===== src/rtl/sample_bank_reader_if.sv =====
`default_nettype none
// ============================================================================
//  Module   : sample_bank_reader_if
//  Purpose  : Valid/ready sample stream carrying one bank slot per beat.
//             The producer drives sample, index and last-beat flag together
//             with valid; the consumer answers with ready.
//  Signals  : out_smpl  - sample value
//             out_idx   - slot index of out_smpl
//             out_last  - final beat of the frame
//             out_valid - out_smpl/out_idx/out_last are valid
//             out_ready - consumer accepts the presented beat
//  Revision : 1.0 - initial release
// ============================================================================
interface sample_bank_reader_if #(
  parameter int DATA_WIDTH = 12,
  parameter int IDX_W      = 4
);
  logic [DATA_WIDTH-1:0] out_smpl;
  logic [IDX_W-1:0]      out_idx;
  logic                  out_last;
  logic                  out_valid;
  logic                  out_ready;

  modport master (
    output out_smpl, out_idx, out_last, out_valid,
    input  out_ready
  );

  modport slave (
    input  out_smpl, out_idx, out_last, out_valid,
    output out_ready
  );
endinterface
`default_nettype wire


===== src/rtl/sample_bank_reader.sv =====
`default_nettype none
// ============================================================================
//  Module   : sample_bank_reader
//  Purpose  : Streams the first `count` slots of a packed sample bank out in
//             index order over a valid/ready stream. The bank is copied into
//             a shadow register when the readout starts, so writes to the
//             live bank during a frame cannot tear it.
//  Ports    : clk      - system clock (rising edge)
//             rst_n    - asynchronous active-low reset
//             start    - one-cycle readout request, honoured only when idle
//             count    - number of slots to read from slot 0 (clamped to N)
//             in_smpls - packed bank, slot i at [i*DATA_WIDTH +: DATA_WIDTH]
//             strm     - outgoing sample stream (master side)
//             busy     - readout in progress
//             done     - one-cycle pulse when a readout finishes
//  Revision : 1.0 - initial release
// ============================================================================
module sample_bank_reader #(
  parameter int DATA_WIDTH = 12,
  parameter int N          = 14,
  parameter int IDX_W      = 4
) (
  input  wire logic                    clk,
  input  wire logic                    rst_n,
  input  wire logic                    start,
  input  wire logic [IDX_W:0]          count,
  input  wire logic [N*DATA_WIDTH-1:0] in_smpls,
  sample_bank_reader_if.master         strm,
  output logic                         busy,
  output logic                         done
);

  localparam logic [IDX_W:0] LEN_MAX = (IDX_W+1)'(N);
  localparam logic [IDX_W:0] LEN_ONE = (IDX_W+1)'(1);

  typedef enum logic [0:0] {
    IDLE = 1'b0,
    SEND = 1'b1
  } state_e;

  state_e                  state_q, state_d;
  logic [N*DATA_WIDTH-1:0] shadow_q, shadow_d;
  logic [IDX_W:0]          len_q, len_d;
  logic [DATA_WIDTH-1:0]   smpl_q, smpl_d;
  logic [IDX_W-1:0]        idx_q, idx_d;
  logic                    last_q, last_d;
  logic                    valid_q, valid_d;
  logic                    busy_q, busy_d;
  logic                    done_q, done_d;

  logic [DATA_WIDTH-1:0]   shadow_slot [N];
  logic [IDX_W:0]          len_clamped;
  logic [IDX_W-1:0]        idx_inc;

  // Slot view of the shadow copy so the next sample can be picked by index.
  for (genvar g = 0; g < N; g++) begin : g_slot
    assign shadow_slot[g] = shadow_q[g*DATA_WIDTH +: DATA_WIDTH];
  end

  assign len_clamped = (count > LEN_MAX) ? LEN_MAX : count;
  assign idx_inc     = idx_q + 1'b1;

  always_comb begin
    state_d  = state_q;
    shadow_d = shadow_q;
    len_d    = len_q;
    smpl_d   = smpl_q;
    idx_d    = idx_q;
    last_d   = last_q;
    valid_d  = valid_q;
    busy_d   = busy_q;
    done_d   = 1'b0;

    case (state_q)
      IDLE: begin
        if (start) begin
          if (count == '0) begin
            // Empty request: acknowledge with done but never go busy.
            done_d = 1'b1;
          end else begin
            shadow_d = in_smpls;
            len_d    = len_clamped;
            idx_d    = '0;
            // Slot 0 comes straight from the live bank; it is the same
            // value being captured into the shadow on this edge.
            smpl_d   = in_smpls[DATA_WIDTH-1:0];
            last_d   = (len_clamped == LEN_ONE);
            valid_d  = 1'b1;
            busy_d   = 1'b1;
            state_d  = SEND;
          end
        end
      end

      SEND: begin
        // out_valid is always high in SEND, so ready alone marks a transfer.
        if (strm.out_ready) begin
          if (last_q) begin
            valid_d = 1'b0;
            last_d  = 1'b0;
            busy_d  = 1'b0;
            done_d  = 1'b1;
            state_d = IDLE;
          end else begin
            idx_d  = idx_inc;
            smpl_d = shadow_slot[idx_inc];
            last_d = ({1'b0, idx_inc} == (len_q - LEN_ONE));
          end
        end
      end

      default: state_d = IDLE;
    endcase
  end

  always_ff @(posedge clk or negedge rst_n) begin
    if (!rst_n) begin
      state_q  <= IDLE;
      shadow_q <= '0;
      len_q    <= '0;
      smpl_q   <= '0;
      idx_q    <= '0;
      last_q   <= 1'b0;
      valid_q  <= 1'b0;
      busy_q   <= 1'b0;
      done_q   <= 1'b0;
    end else begin
      state_q  <= state_d;
      shadow_q <= shadow_d;
      len_q    <= len_d;
      smpl_q   <= smpl_d;
      idx_q    <= idx_d;
      last_q   <= last_d;
      valid_q  <= valid_d;
      busy_q   <= busy_d;
      done_q   <= done_d;
    end
  end

  assign strm.out_smpl  = smpl_q;
  assign strm.out_idx   = idx_q;
  assign strm.out_last  = last_q;
  assign strm.out_valid = valid_q;
  assign busy           = busy_q;
  assign done           = done_q;

endmodule
`default_nettype wire


===== src/flat_wrapper.sv =====
// flat-port wrapper written by rule: the top's interface ports become plain ports
module sample_bank_reader_flat 
#(
  parameter int DATA_WIDTH = 12,
  parameter int N          = 14,
  parameter int IDX_W      = 4
)
  (clk, rst_n, start, count, in_smpls, busy, done, strm_out_smpl, strm_out_idx, strm_out_last, strm_out_valid, strm_out_ready);
  sample_bank_reader_if #(.DATA_WIDTH(DATA_WIDTH), .IDX_W(IDX_W)) strm_i ();
  input  wire logic clk;
  input  wire logic rst_n;
  input  wire logic start;
  input  wire logic [IDX_W:0] count;
  input  wire logic [N*DATA_WIDTH-1:0] in_smpls;
  output logic busy;
  output logic done;
  output wire logic [$bits(strm_i.out_smpl)-1:0] strm_out_smpl;
  output wire logic [$bits(strm_i.out_idx)-1:0] strm_out_idx;
  output wire logic [$bits(strm_i.out_last)-1:0] strm_out_last;
  output wire logic [$bits(strm_i.out_valid)-1:0] strm_out_valid;
  input wire logic [$bits(strm_i.out_ready)-1:0] strm_out_ready;
  assign strm_out_smpl = strm_i.out_smpl;
  assign strm_out_idx = strm_i.out_idx;
  assign strm_out_last = strm_i.out_last;
  assign strm_out_valid = strm_i.out_valid;
  assign strm_i.out_ready = strm_out_ready;
  sample_bank_reader #(.DATA_WIDTH(DATA_WIDTH), .N(N), .IDX_W(IDX_W)) u_core (.clk(clk), .rst_n(rst_n), .start(start), .count(count), .in_smpls(in_smpls), .strm(strm_i), .busy(busy), .done(done));
endmodule

===== config.mk =====
export PLATFORM = sky130hd
export DESIGN_NAME = sample_bank_reader_flat
export DESIGN_NICKNAME = d
export VERILOG_FILES = /design/src/rtl/sample_bank_reader_if.sv /design/src/rtl/sample_bank_reader.sv /design/src/flat_wrapper.sv
export SDC_FILE = /design/constraint.sdc
export NUM_CORES = 1
export LEC_CHECK = 0
export ABC_AREA = 0
export BUFFER_PORTS_ARGS = -buffer_cell sky130_fd_sc_hd__buf_2
export CAP_MARGIN = 20
export CORE_MARGIN = 1.5
export CORE_UTILIZATION = 26
export DETAILED_ROUTE_END_ITERATION = 10
export HOLD_SLACK_MARGIN = 0.06
export PLACE_DENSITY_LB_ADDON = 0.25
export SLEW_MARGIN = 20
export SYNTH_ARGS = -nofsm -noshare
export SYNTH_HDL_FRONTEND = slang
export SYNTH_SLANG_ARGS = --single-unit

===== constraint.sdc =====
create_clock -name clk -period 2.27 [get_ports clk]
set_input_delay 0.3405 -clock clk [delete_from_list [all_inputs] [get_ports clk]]
set_output_delay 0.3405 -clock clk [all_outputs]
set_load 0.02 [all_outputs]

==> summary.txt, run 1 <==
Detailed routing
  • Via density: 4.569
  • Final antenna-violating net count: 0
  • DRT Wirelength: between 20 and 30 mm
  • Drt drc: 0
  • Wirelength per Cell: 20.39 um
  • First-pass iteration count of the detailed router: 5
  • DR iter-0 viols: 270
  • Detailed-route via count: 5,807

Final layout
  • Finished Core Util: 0.3389
  • Commonest cells after routing, fill and taps aside: buf_2, dfrtp_1, mux2_1, mux2_2, mux4_2
  • Sequential Area: about 4800 um2
  • Layout cells sized above 1: 0.4842
  • Final instance area: 11,310 um2
  • Commonest non-fill, non-tap cell in the layout: buf_2
  • # fillers: between 3,000 and 4,000
  • Multi-input gate area: ~3800 um2
  • Area grow syn2layout: 28.82%
  • Final #Nets: 988

GRT
  • Initial antenna violation count: 2
  • Gr ovfl total: 0
  • Global-route wire length before repair: around 39 mm
  • Largest net degree at the start of global routing: 53
  • GR Util All Layers: 0.1535
  • Number of global-route vias before repair: 6,126

Yosys
  • Multiplexer area fraction after synthesis: 0.3380
  • Synth cell types: 35
  • Syn nets: around 770
  • Simple-Gate Fraction of Synth Area: 0.02737
  • Synth warn: 0
  • Seq/Total Area, Yosys: 0.5502
  • Compound-cell area share of the yosys netlist: 0.04462
  • Post-synthesis adder-cell area fraction: 0.002851
  • Synthesized cell area: between 8000 and 9000 um2
  • Register bit total from synthesis: slightly below 200
  • Syn avg cell area: 14.90 um2
  • Main combinational cell family by area after synthesis: multiplexers
  • Synth Area in XOR/XNOR: 0.009979
  • Syn Inst Count: 589

Critical path
  • Max incr delay on CP: roughly 480 ps
  • Crit. End Element: flop
  • Critical Path RT: 2590 ps
  • Setup CP Type: reg -> reg
  • CP max stage cell: dfrtp_4
  • Critical path arrival: around 2500 ps
  • CP Buf/Inv Count: 1
  • Critical-path cell list: ha_2 -> xnor2_2 -> buf_6 -> mux4_2 -> a221oi_1 -> o22ai_1
  • Crit path max fanout: 9
  • Family with the most delay on the worst path: compound AO/OA/AOI/OAI gates
  • Worst Setup Start Kind: flop

Floorplan
  • Starting Density: 0.2631
  • FP Rows: 67
  • Die Width: between 150 and 200 um
  • I/O pin count: 197
  • Die footprint: 34,870 um2
  • Core Area: 33,360 um2
  • Die Y: 186.7 um

STA
  • F_max: between 400 and 500 MHz
  • Max Slew Vio Count: 0
  • Worst clock skew: ~12 ps
  • RSZ-0062 raised after global routing: false
  • Final Hold Vio Count: 0
  • Period utilization: 0.9670
  • Worst slew pin tran: 702.1 ps
  • Crit path time final: 2195 ps
  • Setup-failing EPs final: 0
  • Max-slew headroom: 0.5294

Placement
  • Hpwl dp: 20.08 mm
  • RePlAce Congestion: approximately 0.74
  • Count of buffers inserted at the top-level ports: 196
  • Placed standard-cell area: 10,620 um2

Status
  • Status: completed

Clock network
  • Worst-Skew Late Latency: 450 ps
  • Root buffer cell: clkbuf_16
  • Num CTS Buffers: 17
  • Clk sinks: 193
  • CTS tree: built
  • Max Root-Sink Buffers: 2
  • H-tree Lvls: 4
  • Clk slew on worst S/H paths: 80 ps

Power
  • Psw: between 5 and 6 mW
  • Net Sw Frac: 0.3525
  • Total power: between 15 and 20 mW
  • Seq pwr share: 0.384
  • VDD IR max: 0.6190 mV
  • Power per standard cell area: 1425 nW/um2
  • Lkg Pwr: 5.006 nW
  • Clock power share: 0.195
  • Internal Power: 10.44 mW
  • Logic pwr share: 0.421

Min path
  • Hold Crit Class: in -> reg

Job
  • Max-cap check violation count: 0
synth_stat cells (all sizes together):
cell    number  area (um2)
dfrtp      193        4830
mux2       179        2016
mux4        36       810.8
buf         29       176.4
nand2       23       86.33
mux2i       14       140.1
nor2        14       52.55
o21ai       13       76.32
a221oi      12       105.1
o22ai       12       75.07
o21a        11       82.58
clkbuf      10       37.54
inv          6       22.52
xnor2        6       52.55
nor3         5       25.02
nand3        4       20.02
xor2         4       35.03
a31oi        3       18.77
a21oi        2       10.01
ha           2       25.02
nor2b        2       12.51
a211oi       1       7.510
a22oi        1       7.510
and2         1       6.260
nand2b       1       6.260
nand3b       1       7.510
nor4         1       6.260
o31a         1       8.760
or3          1       6.260
or4          1       11.26
power by group through the flow:
stage | registers [mW] | clock network, mW | logic, mW
finish | 6.19 | 3.14 | 6.78
global placement | 6.26 | 0 | 6.66
detailed placement | 6.28 | 0 | 6.72
global route | 6.40 | 3.38 | 7.29
floorplan | 6.02 | 0 | 4.35
CTS | 6.21 | 3.26 | 6.84
worst reg2reg max path: stages, from the launching register on:
cell and delay, ps:
dfrtp_4 480, ha_2 210, xnor2_2 200, buf_6 200, mux4_2 370, a221oi_1 450, o22ai_1 140
sequential cells by signal, summed over array words and instances (netlist names):
signal,count
u_core.len_q,5
u_core.strm.out_idx,4
u_core.strm.out_last,1
u_core.strm.out_valid,1
u_core.done,1
u_core.state_q,1
u_core.shadow_q,168
u_core.strm.out_smpl,12
metrics by stage:
| stage | hold slack (ps) | cells | TNS, ps | setup slack [ps] |
|---|---|---|---|---|
| floorplan | 44.91 | 589 | 0 | 53.69 |
| global placement | 352.6 | 1235 | -298.0 | -69.85 |
| detailed placement | 352.4 | 1235 | -460.3 | -122.3 |
| CTS | 70.97 | 1270 | 0 | 4.125 |
| global route | 79.74 | 1270 | 0 | 42.11 |
| finish | 96.56 | 1271 | 0 | 74.94 |
logic make-up (layout without fill, tap and decap cells):
family,after synthesis,in the layout
xor+xnor,10,10
mux,229,229
compound gates,56,56
other cells,0,1
flops,193,193
fa+ha+maj,2,2
buf+inv,45,278
simple gates,54,54
worst paths after layout:
| path | startpoint | endpoint | slack, ps | cells past startpoint |
|---|---|---|---|---|
| worst max-delay path | u_core.strm.out_idx[0]$_DFFE_PN0P_ | u_core.strm.out_smpl[0]$_DFFE_PN0P_ | 70 | 6 |
| worst min-delay path | in_smpls[113] | u_core.shadow_q[113]$_DFFE_PN0P_ | 100 | 2 |
| worst max register to register | u_core.strm.out_idx[0]$_DFFE_PN0P_ | u_core.strm.out_smpl[0]$_DFFE_PN0P_ | 70 | 6 |
| worst min register to register | u_core.shadow_q[88]$_DFFE_PN0P_ | u_core.shadow_q[88]$_DFFE_PN0P_ | 490 | 1 |
| max in group asynchronous | rst_n | u_core.strm.out_last$_DFFE_PN0P_ | 1120 | 3 |
| min in group asynchronous | rst_n | u_core.shadow_q[76]$_DFFE_PN0P_ | 430 | 2 |
final cells by class:
cell class | count | share of cell area
Antenna cell | 1 | 0.0002213
Clock buffer | 17 | 0.03762
Clock inverter | 15 | 0.01560
Inverter | 6 | 0.001992
Multi-Input combinational cell | 351 | 0.3336
Sequential cell | 193 | 0.4275
Tap cell | 448 | 0.04957
Timing Repair Buffer | 240 | 0.1339
layer usage:
metal	track usage	up-vias	part of all wire
met2	0.2471	143	0.48
met5	0	-	0
met1	0.2059	3013	0.46
li1	-	2631	-
met4	0.04560	0	0.014
met3	0.03536	20	0.047
what timing repair did:
action                                 CTS  global route
hold buffers                             1             0
pin swaps                                0             1
setup endpoints to repair                9             9
buffers inserted                         2             0
gates resized for setup                  6             5
endpoints found under the hold margin   47             0
Power figures use the tool's default switching activity.
==> inputs of run 2 (changes only) <==
ABC_AREA = 1   (was 0)
PLACE_DENSITY_LB_ADDON = not set   (was 0.25)
==> run 2 against run 1 <==
  * Critical path depth is 6 higher
  * Flip-flop and latch count stayed put
  * Largest power group unchanged
  * Routed wire length is 23% higher
  * Clock skew is 2.7 ps higher
  * Clock-buffer cell count is 2 higher
  * Utilization is 1.8 points lower
  * Register-to-register slack better by 270 ps
  * Power is 9.4% higher
  * Synthesized cell count is 130% higher
  * Area after synthesis is 11% higher
  * First-iteration DRC count is 140% higher
  * Sequential power is 7.4% lower
==> summary.txt, run 2 <==
Floorplan
  • Core Area: 36,790 um2
  • Die Width: just under 200 um
  • Die footprint: approximately 39,000 um2
  • Die Y: about 200 um
  • I/O pin count: ~200
  • FP Rows: 70
  • Starting Density: 0.2651

STA
  • Hold Slack: 80.80 ps
  • Worst slew pin tran: roughly 560 ps
  • Period utilization: 0.8481
  • Max Slew Vio Count: 0
  • Crit path time final: 1925 ps
  • Max-slew headroom: 0.6239
  • Setup-failing EPs final: 0
  • Final WS setup: around 340 ps
  • Worst clock skew: 14.29 ps
  • F_max: 519.4 MHz
  • Final Hold Vio Count: 0
  • Setup TNS: 0 ps
  • RSZ-0062 raised after global routing: false

Detailed routing
  • DRT Wirelength: 31.81 mm
  • Detailed-route via count: a little under 9,000
  • Final antenna-violating net count: 0
  • Wirelength per Cell: 16.12 um
  • Drt drc: 0
  • Via density: 4.431
  • DR iter-0 viols: 658
  • First-pass iteration count of the detailed router: 9

Critical path
  • Crit path max fanout: 25
  • Critical path arrival: 2270 ps
  • Setup CP Type: reg -> reg
  • Crit. End Element: flop
  • Critical Path RT: 2620 ps
  • Worst Setup Start Kind: flop
  • Worst R2R Setup Slack: 340 ps

GRT
  • Global-route wire length before repair: 49.36 mm
  • GR Layer Usage met3: 0.03662
  • Gr ovfl total: 0
  • Initial antenna violation count: 0
  • GR peak layer: met2
  • Met1 usage: 0.2319
  • GR Util All Layers: 0.1688
  • Largest net degree at the start of global routing: roughly 70
  • M2 GR Usage: 0.2620
  • Number of global-route vias before repair: around 8,700

Yosys
  • Seq/Total Area, Yosys: 0.4953
  • Syn avg cell area: 7.354 um2
  • Count leader, synth: nand2_1
  • Post-synth top cells: nand2_1, dfrtp_1, inv_1, o21ai_1, nand3_1
  • Synth Flop Type: dfrtp_1
  • Syn Inst Count: 1,326
  • Synth warn: 0
  • Synth area leaders: dfrtp_1, nand2_1, o21ai_1
  • Post-synth top area share: 0.4953
  • Register bit total from synthesis: ~190
  • Post-synth EDFFs: 0
  • Yosys top cell by area: dfrtp_1
  • Synth cell types: 31
  • Synthesized cell area: 9752 um2
  • Syn nets: about 1,500
  • Asr flop ratio synth: 1.000

Power
  • Total power: 17.63 mW
  • Lkg Pwr: 6.270 nW
  • VDD IR max: around 0.78 mV
  • Power per standard cell area: roughly 1500 nW/um2

Final layout
  • Area grow syn2layout: 21.11%
  • Layout Cells excl Fill: 1,974
  • Reg with most FFs: u_core.shadow_q
  • Ant diodes: 0
  • Final #Nets: 1,672
  • Commonest cells after routing, fill and taps aside: nand2_1, buf_2, dfrtp_1, inv_1, o21ai_1
  • Commonest non-fill, non-tap cell in the layout: nand2_1
  • Layout cells sized above 1: 0.1853
  • Largest register FFs: about 170

Clock network
  • CTS tree: built
  • Clk slew on worst S/H paths: around 80 ps
  • Root buffer cell: clkbuf_16
  • Max Root-Sink Buffers: 2
  • Clk sinks: 193
  • Worst-Skew Late Latency: ~450 ps
  • H-tree Lvls: 4
  • Num CTS Buffers: 17

Placement
  • Dpl ws: 355.9 ps
  • Number of cells after detailed placement: 1,941
  • Count of buffers inserted at the top-level ports: 196
  • RePlAce Congestion: 0.8344
  • Hpwl dp: 24.08 mm

Status
  • Status: completed

Min path
  • Hold Crit Class: in -> reg

Job
  • Max-cap check violation count: 0
[run 2: cell count changes in the layout (fill, tap and decap cells not counted), moves of 20 or more]
cell	delta
nand3_1	+89
inv_1	+177
nor2_1	+20
mux2_1	-102
o21ai_1	+147
nand2_1	+514
mux4_2	-36
mux2_2	-77
[run 2: cells by family after synthesis]
logic type      after synthesis  synth area share
compound gates              175           0.09110
xor+xnor                      4          0.005133
fa+ha+maj                     2          0.002566
buf+inv                     268            0.1215
flops                       193            0.4953
simple gates                684            0.2844
[run 2: cell type report]
class | count | area [um2]
Inverter | 192 | 728.2
Sequential cell | 193 | 4831
Clock buffer | 19 | 432.9
Tap cell | 468 | 585.6
Multi-Input combinational cell | 865 | 3740
Timing Repair Buffer | 224 | 1340
Clock inverter | 13 | 152.6
Fill cell | 3979 | 24980
[run 2: worst paths after layout]
path / startpoint / endpoint / depth (start not counted)
setup / recovery: u_core.strm.out_idx[1]$_DFFE_PN0P_ / u_core.strm.out_smpl[3]$_DFFE_PN0P_ / 12
hold / removal: in_smpls[161] / u_core.shadow_q[161]$_DFFE_PN0P_ / 3
setup reg to reg: u_core.strm.out_idx[1]$_DFFE_PN0P_ / u_core.strm.out_smpl[3]$_DFFE_PN0P_ / 12
hold reg to reg: u_core.shadow_q[145]$_DFFE_PN0P_ / u_core.shadow_q[145]$_DFFE_PN0P_ / 2
max in group asynchronous: rst_n / u_core.shadow_q[79]$_DFFE_PN0P_ / 3
min in group asynchronous: rst_n / u_core.shadow_q[110]$_DFFE_PN0P_ / 2
[run 2: critical path, stage by stage (launching register included)]
cell and delay, ps:
dfrtp_1 420, ha_2 330, inv_2 260, buf_12 220, nand2_1 70, nand3_1 60, nand2_1 90, nand2_1 70
nand2_1 60, nand2_1 60, nand3_1 70, nand2_1 60, inv_1 40
[run 2: per-stage QoR]
| step | instance area, um2 | util |
|---|---|---|
| 3_3_place_gp | 11210 | 0.3049 |
| 2_1_floorplan | 9752 | - |
| 6_report | 11810 | 0.3211 |
| 4_1_cts | 11810 | 0.3211 |
| 3_5_place_dp | 11210 | 0.3049 |
| 5_1_grt | 11810 | 0.3211 |
[run 2: repair_timing]
item | 4_1_cts | 5_1_grt
resized for setup | 0 | 0
buffers inserted | 0 | 0
endpoints found under the hold margin | 36 | 0
hold buffers | 1 | 0
endpoints found under the setup margin | 0 | 0
[run 2: layer usage]
layer | part of all wire | vias to the layer above
li1 | - | 4385
met1 | 0.46 | 4043
met2 | 0.45 | 276
met3 | 0.062 | 42
met4 | 0.026 | 0
met5 | 0 | -
[run 2: power breakdown]
part           switching [mW]  internal [mW]
combinational            5.91           2.90
sequential              0.670           5.06
clock                    1.44           1.65
